<file path="src/rtl/fir_audio_pkg.sv">
// Shared definitions for the FIR to I2S transmit path.
// Frame geometry and transmitter state encoding.
package fir_audio_pkg;
   localparam int WD         = 24;
   localparam int FRAME_BITS = 64;
   localparam int SLOT_BITS  = 32;

   typedef enum logic {IDLE, RUN} tx_state_t;
endpackage

</file>
<file path="src/rtl/audio_fifo.sv">
// Small first-word-fall-through sample buffer.
// Pointers wrap naturally because the depth is a power of two.
module audio_fifo #(
   parameter int WD         = 24,
   parameter int FIFO_DEPTH = 4
) (
   input  logic                          clk,
   input  logic                          rst,
   input  logic                          push,
   input  logic                          pop,
   input  logic [WD-1:0]                 wdata,
   output logic [WD-1:0]                 rdata,
   output logic                          full,
   output logic                          empty,
   output logic [$clog2(FIFO_DEPTH):0]   level
);
   localparam int AW = $clog2(FIFO_DEPTH);
   localparam logic [AW:0] FULL_LVL = FIFO_DEPTH[AW:0];

   logic [WD-1:0] mem [FIFO_DEPTH];
   logic [AW-1:0] wr_ptr;
   logic [AW-1:0] rd_ptr;
   logic          do_push;
   logic          do_pop;

   assign full    = (level == FULL_LVL);
   assign empty   = (level == '0);
   assign do_push = push & ~full;
   assign do_pop  = pop & ~empty;
   assign rdata   = mem[rd_ptr];

   always_ff @(posedge clk) begin
      if (do_push)
         mem[wr_ptr] <= wdata;
   end

   always_ff @(posedge clk) begin
      if (rst) begin
         wr_ptr <= '0;
         rd_ptr <= '0;
         level  <= '0;
      end else begin
         if (do_push)
            wr_ptr <= wr_ptr + 1'b1;
         if (do_pop)
            rd_ptr <= rd_ptr + 1'b1;
         case ({do_push, do_pop})
            2'b10:   level <= level + 1'b1;
            2'b01:   level <= level - 1'b1;
            default: level <= level;
         endcase
      end
   end
endmodule

</file>
<file path="src/rtl/fir_i2s_tx.sv">
// Mono I2S transmitter fed by the FIR stage.
// Each buffered sample is sent on both channels of one 64-bit frame.
module fir_i2s_tx #(
   parameter int WD         = fir_audio_pkg::WD,
   parameter int BCLK_DIV   = 16,
   parameter int FIFO_DEPTH = 4
) (
   input  logic                          clk,
   input  logic                          rst,
   input  logic [WD-1:0]                 in_data,
   input  logic                          in_valid,
   output logic                          in_ready,
   output logic                          i2s_bclk,
   output logic                          i2s_lrck,
   output logic                          i2s_sdata,
   output logic                          underrun,
   output logic [$clog2(FIFO_DEPTH):0]   fifo_level
);
   import fir_audio_pkg::*;

   localparam int DW = $clog2(BCLK_DIV + 1);
   localparam int BW = $clog2(FRAME_BITS);
   localparam int KW = $clog2(SLOT_BITS);

   tx_state_t     state;
   tx_state_t     state_nxt;
   logic [DW-1:0] div_cnt;
   logic [BW-1:0] bit_cnt;
   logic [BW-1:0] bit_nxt;
   logic [KW-1:0] k_nxt;
   logic [WD-1:0] sample;
   logic [WD-1:0] shreg;
   logic [WD-1:0] rdata;
   logic          push;
   logic          pop;
   logic          full;
   logic          empty;
   logic          div_wrap;
   logic          bclk_fall;
   logic          frame_wrap;

   assign in_ready = ~full & ~rst;
   assign push     = in_valid & in_ready;

   audio_fifo #(
      .WD         (WD),
      .FIFO_DEPTH (FIFO_DEPTH)
   ) u_fifo (
      .clk   (clk),
      .rst   (rst),
      .push  (push),
      .pop   (pop),
      .wdata (in_data),
      .rdata (rdata),
      .full  (full),
      .empty (empty),
      .level (fifo_level)
   );

   always_ff @(posedge clk) begin
      if (rst)
         state <= IDLE;
      else
         state <= state_nxt;
   end

   always_comb begin
      state_nxt  = state;
      pop        = 1'b0;
      div_wrap   = 1'b0;
      bclk_fall  = 1'b0;
      frame_wrap = 1'b0;
      bit_nxt    = bit_cnt + 1'b1;
      k_nxt      = bit_nxt[KW-1:0];
      unique case (state)
         IDLE: begin
            if (!empty) begin
               state_nxt = RUN;
               pop       = 1'b1;
            end
         end
         RUN: begin
            div_wrap   = (div_cnt == DW'(BCLK_DIV - 1));
            bclk_fall  = div_wrap & i2s_bclk;
            frame_wrap = bclk_fall & (bit_cnt == BW'(FRAME_BITS - 1));
            pop        = frame_wrap & ~empty;
         end
         default: state_nxt = IDLE;
      endcase
   end

   always_ff @(posedge clk) begin
      if (rst) begin
         div_cnt   <= '0;
         bit_cnt   <= '0;
         sample    <= '0;
         shreg     <= '0;
         i2s_bclk  <= 1'b0;
         i2s_lrck  <= 1'b0;
         i2s_sdata <= 1'b0;
         underrun  <= 1'b0;
      end else if (state == IDLE) begin
         div_cnt   <= '0;
         bit_cnt   <= '0;
         i2s_bclk  <= 1'b0;
         i2s_lrck  <= 1'b0;
         i2s_sdata <= 1'b0;
         underrun  <= 1'b0;
         if (pop) begin
            sample <= rdata;
            shreg  <= rdata;
         end
      end else begin
         underrun <= 1'b0;
         div_cnt  <= div_wrap ? '0 : div_cnt + 1'b1;
         if (div_wrap)
            i2s_bclk <= ~i2s_bclk;
         if (bclk_fall) begin
            bit_cnt  <= bit_nxt;
            i2s_lrck <= bit_nxt[BW-1];
            // Slot start: reload the word; data trails lrck by one bit.
            if (k_nxt == '0) begin
               i2s_sdata <= 1'b0;
               if (frame_wrap) begin
                  sample   <= pop ? rdata : '0;
                  shreg    <= pop ? rdata : '0;
                  underrun <= ~pop;
               end else begin
                  shreg <= sample;
               end
            end else if (int'(k_nxt) <= WD) begin
               i2s_sdata <= shreg[WD-1];
               shreg     <= shreg << 1;
            end else begin
               i2s_sdata <= 1'b0;
            end
         end
      end
   end
endmodule

</file>
<file path="config.mk">
export PLATFORM = sky130hd
export DESIGN_NAME = fir_i2s_tx
export DESIGN_NICKNAME = d
export VERILOG_FILES = /design/src/rtl/fir_audio_pkg.sv /design/src/rtl/audio_fifo.sv /design/src/rtl/fir_i2s_tx.sv
export SDC_FILE = /design/constraint.sdc
export NUM_CORES = 1
export LEC_CHECK = 0
export ABC_CLOCK_PERIOD_IN_PS = 3300
export CAP_MARGIN = 10
export CORE_MARGIN = 4
export CORE_UTILIZATION = 30
export CTS_CLUSTER_DIAMETER = 150
export DETAILED_ROUTE_END_ITERATION = 8
export PLACE_DENSITY = 0.49
export SLEW_MARGIN = 20
export SYNTH_ARGS = -nofsm -noshare
export SYNTH_HDL_FRONTEND = slang
export SYNTH_SLANG_ARGS = --single-unit
</file>
<file path="constraint.sdc">
create_clock -name clk -period 3.3 [get_ports clk]
set_input_delay 0.66 -clock clk [delete_from_list [all_inputs] [get_ports clk]]
set_output_delay 0.66 -clock clk [all_outputs]
set_load 0.05 [all_outputs]
</file>
Word level (Yosys, flattened, before mapping)
Memory sizes are Yosys's and may differ from the RTL's. A register that Yosys moved wholly into a read port is not among the register bits.
Cells that the tools add are included.
Widths: inputs -> output; s select.
{"block": "totals", "out_inout_bits": 8, "latch_bits": 0, "mem_count": 1, "register_bits": 71, "ram_bits": 96, "input_bits": 27, "rom_bits": 0}
{"name": "u_fifo.mem", "words": 4, "word_bits": 24, "read_ports": 1, "rd_clocked_by_memory_dff": 1, "wr": 1, "line_no": "audio_fifo.sv:20", "rtl": "logic [WD-1:0] mem [FIFO_DEPTH];"}
{"block": "classes", "shift": 0, "add_sub_neg": 6, "reduce_logical": 9, "n_bitwise": 16, "n_eq_ne": 8, "multipliers": 0, "n_div": 0, "muxes": 23, "n_lt_le_gt_ge": 1}
{"operator": "$mux 24", "count": 10}
{"operator": "$mux 1", "count": 9}
{"operator": "$not 1->1", "count": 9}
{"operator": "$and 1x1->1", "count": 7}
{"operator": "$add 6x1->6 const B", "count": 1}
{"operator": "$eq 6x6->1 const B", "count": 1}
{"operator": "$pmux 3 s2", "count": 1}
{"operator": "$reduce_and 3->1", "count": 2}
{"operator": "$add 5x1->5 const B", "count": 1}
{"operator": "$eq 5x4->1 const B", "count": 1}
{"operator": "$le 5x5->1 const B", "count": 1}
{"operator": "$logic_not 5->1", "count": 1}
{"operator": "$reduce_or 5->1", "count": 1}
{"operator": "$add 2x1->2 const B", "count": 2}
{"operator": "$mux 2", "count": 2}
{"operator": "$ne 2x1->1 const B", "count": 2}
{"operator": "$reduce_bool 2->1", "count": 2}
{"operator": "$add 3x1->3 const B", "count": 1}
{"operator": "$eq 3x3->1 const B", "count": 1}
{"operator": "$logic_not 3->1", "count": 1}
{"operator": "$ne 3x1->1 const B", "count": 1}
{"operator": "$reduce_or 3->1", "count": 1}
{"operator": "$sub 3x1->3 const B", "count": 1}
{"operator": "$eq 2x1->1 const B", "count": 1}
{"operator": "3 further kinds", "count": 3}

Logic depth before layout (Yosys ltp)
Gate-level depths: netlist of the first run.
{"block": "logic_depth", "word_depth": 10, "ltp_mapped": 14, "ltp_nobuf": 12}

Modules after synthesis
From an unflattened synthesis of the first run, not the netlist that was laid out.
{"block": "unflattened", "hier_cells": 555, "area_unflattened_um2": 7348.3}
{"module": "audio_fifo", "seq_area_each_um2": 3062.9, "area_per_inst_um2": 3978.8, "cells_per_inst": 180, "instances": 1}
{"module": "fir_i2s_tx", "seq_area_each_um2": 1261.2, "area_per_inst_um2": 3369.5, "cells_per_inst": 375, "instances": 1}

Least setup slack after synthesis of the first run
Ideal clock, no wire load.
{"block": "synth_timing", "path_type": "reg2reg", "from": "register u_fifo.level[0]", "to": "register u_fifo.level[2]", "stages_incl_launch_ff": 11, "arrival_time_ns": 3.183, "setup_ns": 0.071, "setup_slack_ns": 0.047, "required_ns": 3.229, "synth_period_minus_slack_ns": 3.253, "cell_sequence": "dfxtp_1 > inv_1 > a31oi_1 > and2_1 > inv_1 > ha_1 > inv_1 > fa_1 > xor2_1 > or3_1 > a21oi_1"}
{"block": "synth_via", "elab_chain_len": 7}
{"element": "from (decl)", "line_no": "audio_fifo.sv:15", "rtl": "output logic [$clog2(FIFO_DEPTH):0] level"}
{"element": "from (signal assigned)", "line_no": "audio_fifo.sv:48", "rtl": "2'b10: level <= level + 1'b1;"}
{"element": "from (signal assigned)", "line_no": "audio_fifo.sv:49", "rtl": "2'b01: level <= level - 1'b1;"}
{"element": "from (signal assigned)", "line_no": "audio_fifo.sv:50", "rtl": "default: level <= level;"}
{"element": "$eq 3x3->1 *", "line_no": "audio_fifo.sv:26", "rtl": "assign full = (level == FULL_LVL);"}
{"element": "$not 1->1 *", "line_no": "fir_i2s_tx.sv:42", "rtl": "assign in_ready = ~full & ~rst;"}
{"element": "$and 1x1->1 *", "line_no": "fir_i2s_tx.sv:42"}
{"element": "via in_ready", "line_no": "fir_i2s_tx.sv:12", "rtl": "output logic in_ready,"}
{"element": "$and 1x1->1 *", "line_no": "fir_i2s_tx.sv:43", "rtl": "assign push = in_valid & in_ready;"}
{"element": "$and 1x1->1 *", "line_no": "audio_fifo.sv:28", "rtl": "assign do_push = push & ~full;"}
{"element": "$eq 2x1->1 or $eq 2x2->1 (tied branches)", "line_no": "audio_fifo.sv:47", "rtl": "case ({do_push, do_pop})"}
{"element": "$pmux 3 s2 or $reduce_bool 2->1 (tied branches)"}
Mark *: on every way through the listed nets, which the timed path passes. The rest lies on a longest branch.
A chain may end at the register's enable or synchronous reset.

Worst setup path in the final report of the first run
{"block": "layout_timing", "from": "register div_cnt[0]", "to": "register u_fifo.level[2]"}
{"block": "layout_via", "elab_chain_len": 8}
{"element": "from (decl)", "line_no": "fir_i2s_tx.sv:27", "rtl": "logic [DW-1:0] div_cnt;"}
{"element": "from (signal assigned)", "line_no": "fir_i2s_tx.sv:115", "rtl": "div_cnt <= div_wrap ? '0 : div_cnt + 1'b1;"}
{"element": "$eq 5x4->1 *", "line_no": "fir_i2s_tx.sv:83", "rtl": "div_wrap = (div_cnt == DW'(BCLK_DIV - 1));"}
{"element": "$and 1x1->1 *", "line_no": "fir_i2s_tx.sv:84", "rtl": "bclk_fall = div_wrap & i2s_bclk;"}
{"element": "$and 1x1->1 *", "line_no": "fir_i2s_tx.sv:85", "rtl": "frame_wrap = bclk_fall & (bit_cnt == BW'(FRAME_BITS - 1));"}
{"element": "$and 1x1->1 *", "line_no": "fir_i2s_tx.sv:86", "rtl": "pop = frame_wrap & ~empty;"}
{"element": "$pmux 1 s2 *", "line_no": "fir_i2s_tx.sv:75", "rtl": "unique case (state)"}
{"element": "$and 1x1->1 *", "line_no": "audio_fifo.sv:29", "rtl": "assign do_pop = pop & ~empty;"}
{"element": "$eq 2x1->1 or $eq 2x2->1 (tied branches)", "line_no": "audio_fifo.sv:47"}
{"element": "$pmux 3 s2 or $reduce_bool 2->1 (tied branches)"}
Mark *: on every way between the ends. The rest lies on a longest branch, timed or not.

==> results of run 1 <==
-- sequential cells by signal, summed over array words and instances (netlist names), 2 cells and up, named ones only --
| name | count |
|---|---|
| sample | 24 |
| shreg | 24 |
| bit_cnt | 5 |
| u_fifo.rd_ptr | 2 |
| u_fifo.mem | 96 |
| u_fifo.wr_ptr | 2 |
| u_fifo.level | 3 |
| div_cnt | 5 |
-- cell usage after synthesis (all sizes together) (2+ instances only) --
cell / n / area (sq um)
or3: 4 / 25.0
o22ai: 23 / 144
buf: 13 / 78.8
nand2b: 3 / 18.8
nor3: 3 / 15.0
xor2: 8 / 70.1
or2: 3 / 18.8
nor2: 42 / 158
mux4: 24 / 541
xnor2: 5 / 43.8
a32o: 23 / 230
nand3: 4 / 32.5
edfxtp: 96 / 2880
and3: 5 / 31.3
inv: 10 / 37.5
o31ai: 2 / 15.0
o21ai: 5 / 25.0
a211oi: 23 / 173
dfxtp: 72 / 1440
nand2: 31 / 116
nand4: 2 / 12.5
and2: 3 / 18.8
clkbuf: 32 / 120
a311oi: 23 / 327
ha: 9 / 113
nor4: 3 / 25.0
a21oi: 57 / 285
-- path summary, 6_finish.rpt --
check / start / end / slack [ps]
max: div_cnt[0]$_SDFF_PP0_ / u_fifo.level[2]$_SDFFE_PP0P_ / 270
min reg2reg: i2s_sdata$_SDFFE_PP0P_ / i2s_sdata$_SDFFE_PP0P_ / 450
max reg2reg: div_cnt[0]$_SDFF_PP0_ / u_fifo.level[2]$_SDFFE_PP0P_ / 270
min: i2s_sdata$_SDFFE_PP0P_ / i2s_sdata$_SDFFE_PP0P_ / 450
-- layout make-up --
class                      count  share of cell area (%)
clock buffer                  23                    6.29
clock inverter                 9                    1.28
inverter                      10                   0.441
multi-input combinational    320                    30.4
sequential                   168                    50.8
tap                          319                    4.69
timing repair buffer          56                    6.03
-- report_power, final --
group	internal, mW	leakage [nW]	switching [mW]
logic	1.09	0.947	1.53
clock network	1.30	0.325	0.802
registers	2.59	1.46	0.227
-- metal layers --
metal | part of all wire, % | GRT usage [%] | wire length [microns] | vias to the layer above
met2 | 50 | 20.7 | 7860 | 75
li1 | - | - | - | 2187
met5 | 0 | 0 | 0 | -
met1 | 46 | 16.7 | 7250 | 2304
met4 | 1.2 | 3.88 | 183 | 0
met3 | 2.9 | 2.21 | 462 | 12
-- cell families (layout without fill, tap and decap cells) --
kind of cell,after synthesis,count (layout),synth area share [%]
mux,24,24,7.57
flops,168,168,60.6
buf+inv,55,98,3.31
simple gates,106,106,6.96
xor+xnor,13,13,1.60
compound gates,167,167,18.1
fa+ha+maj,10,10,1.86
-- worst max-delay path: cells and delay by family (launching register included) --
family          cells  cell delay (ps)
xor+xnor            1              170
simple gates        4              940
buf+inv             1               60
fa+ha+maj           4             1010
flops               1              360
compound gates      2              390
-- placed cells by master, fill, tap and decap left out, types with 3 or more instances in the layout --
cell type        count
dfxtp_1             72
clkinv_4             4
nor2_1              42
a311oi_2            20
inv_1               12
xnor2_1              5
clkbuf_16           20
and2_1               3
nand2b_1             3
a311oi_1             3
and3_1               5
nand2_1             31
ha_1                 9
clkdlybuf4s50_1     33
o22ai_1             23
mux4_2              24
edfxtp_1            96
a211oi_1            23
nand3_1              3
o21ai_0              5
xor2_1               8
a32o_1              23
or2_2                3
nor3_1               3
a21oi_1             56
buf_4               21
or3_1                4
==> flow_summary.ini, run 1 <==
[outcome]
status = finished clean

[clocking]
cts_resized = 0
hold_buffers = 0
path_clk_slew_ps = 70
post_cts_buffers = 0
numCtsBuffers = 17
cts_sinks = 168
cts_root_buf = clkbuf_16
h-tree-depth = 4
clk_path_buf_depth = 2
cts_tree = done
clk_latency_ps = 420

[timing]
hold_ws_ps = 453
final.period_utilization_pct = 91.7
fin_tns_setup_ps = 0
min_period_ps = 3030
finalMaxSlewViolations = 0
finalHoldViolCount = 0
layout_setup_ws_ps = 273
setup_viol = 0
fmax_mhz = 330
slew_headroom_pct = 49.7
rsz0062_at_grt = no
worst-slew-pin-transition_ps = 754
fin_skew_ps = 10.8

[placement]
dp_cells = 871
placed_area_sq_um = 7850
dpl_worst_slack_ps = 174
port_buffers = 34
gp_congestion = 0.761
hpwl_mm = 9.62

[layout]
multi_input_area_sq_um = 2590
final_cell_area_sq_um = 8510
fin_util_pct = 36.2
n_antenna_cell = 0
final_cells = 905
regArea_sq_um = 4320
drive_gt1_share_pct = 17.7
area_growth_pct = 19.2
nNetsFinal = 610
fill_cells = 2248

[grt]
grt_max_degree = 59
overflow = 0
grtUsageTotal_pct = 12.5
grt_pass1_vias = 4706
grt_pass1_wl_mm = 25.9
antenna_found_initial = 0

[worst_setup_path]
worstSetupPathType = register to register
critPathSlowestCell = fa_1
crit_chain = ha_1 -> and3_1 -> ha_1 -> nand4_1 -> or2_2 -> a21oi_1 -> ha_1 -> inv_1 -> fa_1 -> xor2_1 -> or3_1 -> a21oi_1
cp_max_fo = 5
startpoint_type = register
critPathCaptureType = register
r2r.worst_path.cells = 12
worstPathRequired_ps = 3640
cp_slowest_stage_delay_ps = 370
crit_arrival_ps = 3370
crit_path_frequent_cell = ha_1

[logic_synthesis]
yosysWarnings = 0
syn_nets = 580
syn_area_sq_um = 7140
synth-edff-count = 96
synth.avg_cell_area_sq_um = 13.1
netlist_instances = 543
ys_types = 47
ys_seq_area_share_pct = 60.6
async_reset_ff_share_pct = 0
synthFlopType = edfxtp_1
yosys_register_bits = 168

[die]
rows = 56
ioPinCount = 35
die_h_microns = 162
die_x_microns = 162
start_util_pct = 30.4
die-area_sq_um = 26300
core_area_sq_um = 23500

[power]
p_leak_nw = 2.74
p_total_mw = 7.54
ir_drop_v = 0.000416
power_density_nw_per_um2 = 886

[drt]
ant_nets = 0
routed_wl_mm = 15.8
dr_total_vias = 4578
drt_iter0_drc = 266
wl_per_cell_microns = 17.4
drtPass1Iterations = 5
vias_per_cell = 5.06
drc_errors = 0

[worst_hold_path]
min_path_type = register to register
hold_depth = 2

[job]
max-cap-violations = 0
No activity file was read; power rests on OpenSTA's default activity.
==> run 2, diff against run 1 <==
--- a/config.mk
+++ b/config.mk
@@ -9,10 +9,10 @@
 export CAP_MARGIN = 10
 export CORE_MARGIN = 4
 export CORE_UTILIZATION = 30
-export CTS_CLUSTER_DIAMETER = 150
+export CTS_CLUSTER_DIAMETER = 120
+export CTS_CLUSTER_SIZE = 8
 export DETAILED_ROUTE_END_ITERATION = 8
 export PLACE_DENSITY = 0.49
-export SLEW_MARGIN = 20
 export SYNTH_ARGS = -nofsm -noshare
 export SYNTH_HDL_FRONTEND = slang
 export SYNTH_SLANG_ARGS = --single-unit
==> results of run 2 <==
Final layout, timing and power as in run 1 (identical DEF).
==> edit 1 (config.mk and constraints of run 2) <==
Change the package constant `FRAME_BITS` from 64 to 256.
--- a/src/rtl/fir_audio_pkg.sv
+++ b/src/rtl/fir_audio_pkg.sv
@@ -3,5 +3,5 @@
 package fir_audio_pkg;
    localparam int WD         = 24;
-   localparam int FRAME_BITS = 64;
+   localparam int FRAME_BITS = 256;
    localparam int SLOT_BITS  = 32;
 
Function: same outputs for any inputs over 10 cycles, from zero or initial values and one cycle with rst high; that may be too few to reach the edited logic, so the function may still have changed.
==> edit 1 against run 2 <==
Combinational power fell by 36%; synthesized area fell by 2.2%; non-clock buffer count fell by 5; power fell by 15%; design area fell by 3.0%; clock skew barely moved; via count fell by 8.2%; die area fell by 2.1%; setup slack improved by 0.27 ns; routed wire length fell by 5.9%; sequential cell count rose by 2; global-route usage fell by 0.62 points.
==> edit 1: results (changes against run 2) <==
Status: finished clean (unchanged)
Post-DP Area: 0.007656 mm^2 (was 0.007849 mm^2)
Setup WS pre-CTS: 0.5663 ns (was 0.1738 ns)
Fillcell total: 2184 (was 2248)
Via/cell ratio: 4.977 (was 5.059)
Hold EP: div_cnt[0]$_SDFF_PP0_ (was i2s_sdata$_SDFFE_PP0P_)
1st-iter DRT viols: 204 (was 266)
CP max FO: 8 (was 5)
Final #Nets: 554 (was 610)
Gpl congestion: 0.7442 (was 0.7614)
Int Pwr: 4.367 mW (was 4.982 mW)
Hold Startpoint: div_cnt[0]$_SDFF_PP0_ (was i2s_sdata$_SDFFE_PP0P_)
Max rail drop VDD: 0.4188 mV (was 0.4161 mV)
Hold_ws: 0.4492 ns (was 0.4533 ns)
Worst reg2reg endpoint: u_fifo.level[1]$_SDFFE_PP0P_ (was u_fifo.level[2]$_SDFFE_PP0P_)
Synth Area in Adders: 1.721% (was 1.858%)
Via count: 4201 (was 4578)
Logic power comb: 1.67 mW (was 2.62 mW)
Share of cells above drive strength 1: 20.15% (was 17.75%)
Post-synthesis area per instance: 14.39 um^2 (was 13.15 um^2)
Largest cells by area after synthesis: edfxtp_1 (41%), dfxtp_1 (21%), mux4_2 (7.7%), a311oi_2 (4.5%), a22o_1 (3.0%) (was edfxtp_1 (40%), dfxtp_1 (20%), mux4_2 (7.6%), a311oi_2 (4.2%), a21oi_1 (4.0%))
Comb pwr share: 25.9% (was 34.7%)
Mux cell area share after synthesis: 7.905% (was 7.572%)
Post-Place Cells: 812 (was 871)
Leak: 2.627 nW (was 2.736 nW)
Final Skew: 0.01107 ns (was 0.01080 ns)
R2r setup slk: 0.54 ns (was 0.27 ns)
HPWL Detailed: 8837 um (was 9620 um)
Commonest cells post-synth: edfxtp_1 (96), dfxtp_1 (74), nor3_1 (29) (was edfxtp_1 (96), dfxtp_1 (72), a21oi_1 (57))
Sequential power share: 43.1% (was 37.4%)
Post-Synth XOR/XNOR Area: 1.828% (was 1.595%)
Post-DR wirelength/cell: 17.56 um (was 17.41 um)
Final Cycle Share: 83.56% (was 91.73%)
CP max stage delay: 0.42 ns (was 0.37 ns)
## edit 1: cell count changes in the layout (fill, tap and decap cells not counted), sizes merged, moves of 19 or more
cell | run 2 | this run
a22oi | 0 | 22
o21ai | 5 | 26
nor2 | 42 | 23
nor3 | 3 | 30
a22o | 0 | 24
a32o | 23 | 0
o22ai | 23 | 0
a21oi | 57 | 7
## edit 1: cell type report
class / count / area [um^2] / area share (%)
Clock buffer: 17 / 425.4 / 5.157
Clock inverter: 15 / 167.7 / 2.032
Inverter: 7 / 26.28 / 0.3185
Multi-Input combinational cell: 271 / 2414 / 29.26
Sequential cell: 170 / 4364 / 52.90
Tap cell: 313 / 391.6 / 4.747
Timing Repair Buffer: 51 / 460.4 / 5.582
## edit 1: routing by layer
| layer | wire [um] | vias to the layer above | track usage (%) |
|---|---|---|---|
| met5 | 0 | - | 0 |
| met1 | 6842 | 2128 | 15.24 |
| met4 | 257 | 0 | 5.162 |
| met3 | 354 | 21 | 2.104 |
| li1 | - | 1994 | - |
| met2 | 7369 | 58 | 19.74 |
==> edit 2 (settings of run 2) <==
Without the edit above. Put a register stage on the output `fifo_level`, with the module's reset. The value now appears one clock later. The other outputs are not delayed to match.
--- a/src/rtl/fir_i2s_tx.sv
+++ b/src/rtl/fir_i2s_tx.sv
@@ -22,4 +22,6 @@
    localparam int BW = $clog2(FRAME_BITS);
    localparam int KW = $clog2(SLOT_BITS);
+
+   logic [$clog2(FIFO_DEPTH):0] fifo_level_d;
 
    tx_state_t     state;
@@ -55,5 +57,5 @@
       .full  (full),
       .empty (empty),
-      .level (fifo_level)
+      .level (fifo_level_d)
    );
 
@@ -138,4 +140,12 @@
       end
    end
+   always_ff @(posedge clk) begin
+      if (rst) begin
+         fifo_level <= '0;
+      end else begin
+         fifo_level <= fifo_level_d;
+      end
+   end
+
 endmodule
 
Function: changed (a bounded check fails within 4 cycles, from zero or initial values and one cycle with rst high).
==> edit 2 against run 2 <==
Setup slack improved by 0.094 ns; power fell by 11%; design area rose by 0.13%; sequential cell count rose by 3; critical path type unchanged; hold slack barely moved; synthesized area rose by 2.8%; sequential share of layout area rose by 0.64 points; routed wire length fell by 1.5%.
==> edit 2: results (changes against run 2) <==
Post-DR wirelength/cell: 16.68 um (was 17.41 um)
Slowest-stage cell, CP: fa_1 (unchanged)
Final WL: 15520 um (was 15750 um)
Pin count of the biggest net entering global routing: 41 (was 59)
Non-clk buf share: 5.698% (was 6.029%)
Post-DP Area: 0.007971 mm^2 (was 0.007849 mm^2)
Gpl congestion: 0.7505 (was 0.7614)
Mapped Nets: 611 (was 580)
Hold depth: 1 (was 2)
Hold Startpoint: div_cnt[0]$_SDFF_PP0_ (was i2s_sdata$_SDFFE_PP0P_)
Via/cell ratio: 5.061 (was 5.059)
Met1 Use GR: 15.62% (was 16.74%)
Setup crit start kind: flop (unchanged)
CP max FO: 8 (was 5)
H-tree levels: 4 (unchanged)
Post-Place Cells: 899 (was 871)
Worst EP arrival: 3.29 ns (was 3.37 ns)
1st-pass router iterations: 4 (was 5)
Sw frac: 32.85% (was 33.94%)
Met3 Use GR: 2.645% (was 2.208%)
Share of cells above drive strength 1: 16.53% (was 17.75%)
GRT Total Usage: 12.24% (was 12.49%)
Post-synthesis area per instance: 12.79 um^2 (was 13.15 um^2)
Status: finished clean (unchanged)
Largest cells by area after synthesis: edfxtp_1 (39%), dfxtp_1 (20%), mux4_2 (5.5%), a22o_1 (3.0%), o211ai_1 (2.5%) (was edfxtp_1 (40%), dfxtp_1 (20%), mux4_2 (7.6%), a311oi_2 (4.2%), a21oi_1 (4.0%))
1st-iter DRT viols: 241 (was 266)
Leak: 2.785 nW (was 2.736 nW)
Met2 usage: 20.49% (was 20.71%)
Hold_ws: 0.4533 ns (about the same)
Worst Hold Class: reg2reg (unchanged)
Buffers outside the clock class: 52 (was 56)
Commonest cells post-synth: edfxtp_1 (96), dfxtp_1 (75), nand2_1 (33) (was edfxtp_1 (96), dfxtp_1 (72), a21oi_1 (57))
Multi-input combinational cell area: 0.002665 mm^2 (was 0.002590 mm^2)
Distinct cells, synth: 53 (was 47)
Fillcell total: 2272 (was 2248)
Setup Buffers After CTS: 0 (unchanged)
Hold EP: div_cnt[0]$_SDFF_PP0_ (was i2s_sdata$_SDFFE_PP0P_)
M1 wire length: 7134 um (was 7250 um)
Max rail drop VDD: 0.3759 mV (was 0.4161 mV)
Sequential standard cell area: 0.004384 mm^2 (was 0.004324 mm^2)
HPWL Detailed: 9630 um (was 9620 um)
Yosys warnings: 0 (unchanged)
Vias in the first global route: 4962 (was 4706)
Final Setup Violations: 0 (unchanged)
Rel. slew slack: 30.59% (was 49.70%)
Multi-input gates: 347 (was 320)
Clock Network Area Fraction: 6.433% (was 7.574%)
First-pass GRT wire length: 26040 um (was 25900 um)
Clock sink count: 171 (was 168)
Sequential area share after synthesis: 59.72% (was 60.58%)
Final Skew: 0.02054 ns (was 0.01080 ns)
Met2 WL post-DR: 7742 um (was 7856 um)
R2r setup slk: 0.37 ns (was 0.27 ns)
Core region area: 0.02375 mm^2 (was 0.02347 mm^2)
Met3 wire length: 508 um (was 462 um)
Final #Nets: 636 (was 610)
Max Buffers Root-to-Sink: 2 (unchanged)
CTS buffer count: 17 (unchanged)
==> edit 2: cell count changes after synthesis, sizes merged, moves of 24 or more <==
| cell | change |
|---|---|
| a22o | +25 |
| nand3 | +27 |
| a21oi | -25 |
| a31oi | +24 |
==> edit 2: through the flow <==
step | setup slack [ns] | utilization (%)
final | 0.3665 | 35.87
after global routing | 0.09274 | 35.87
after CTS | 0.3428 | 35.87
after detailed placement | 0.3499 | 33.56
after global placement | 0.4275 | 33.56
after floorplan | 0.3570 | -
==> edit 2: kinds of logic after synthesis <==
kind of cell / after synthesis / synth area share [%]
buf+inv: 56 / 3.971
xor+xnor: 12 / 1.534
flops: 171 / 59.72
compound gates: 164 / 15.29
mux: 24 / 7.670
simple gates: 137 / 10.01
fa+ha+maj: 10 / 1.807
==> edit 2: power groups by stage <==
stage	registers [mW]	logic, mW	clock network, mW
floorplan	2.73	1.69	0
global placement	2.78	2.11	0
detailed placement	2.79	2.16	0
CTS	2.75	2.17	1.90
global route	2.79	2.39	1.99
finish	2.75	2.13	1.85
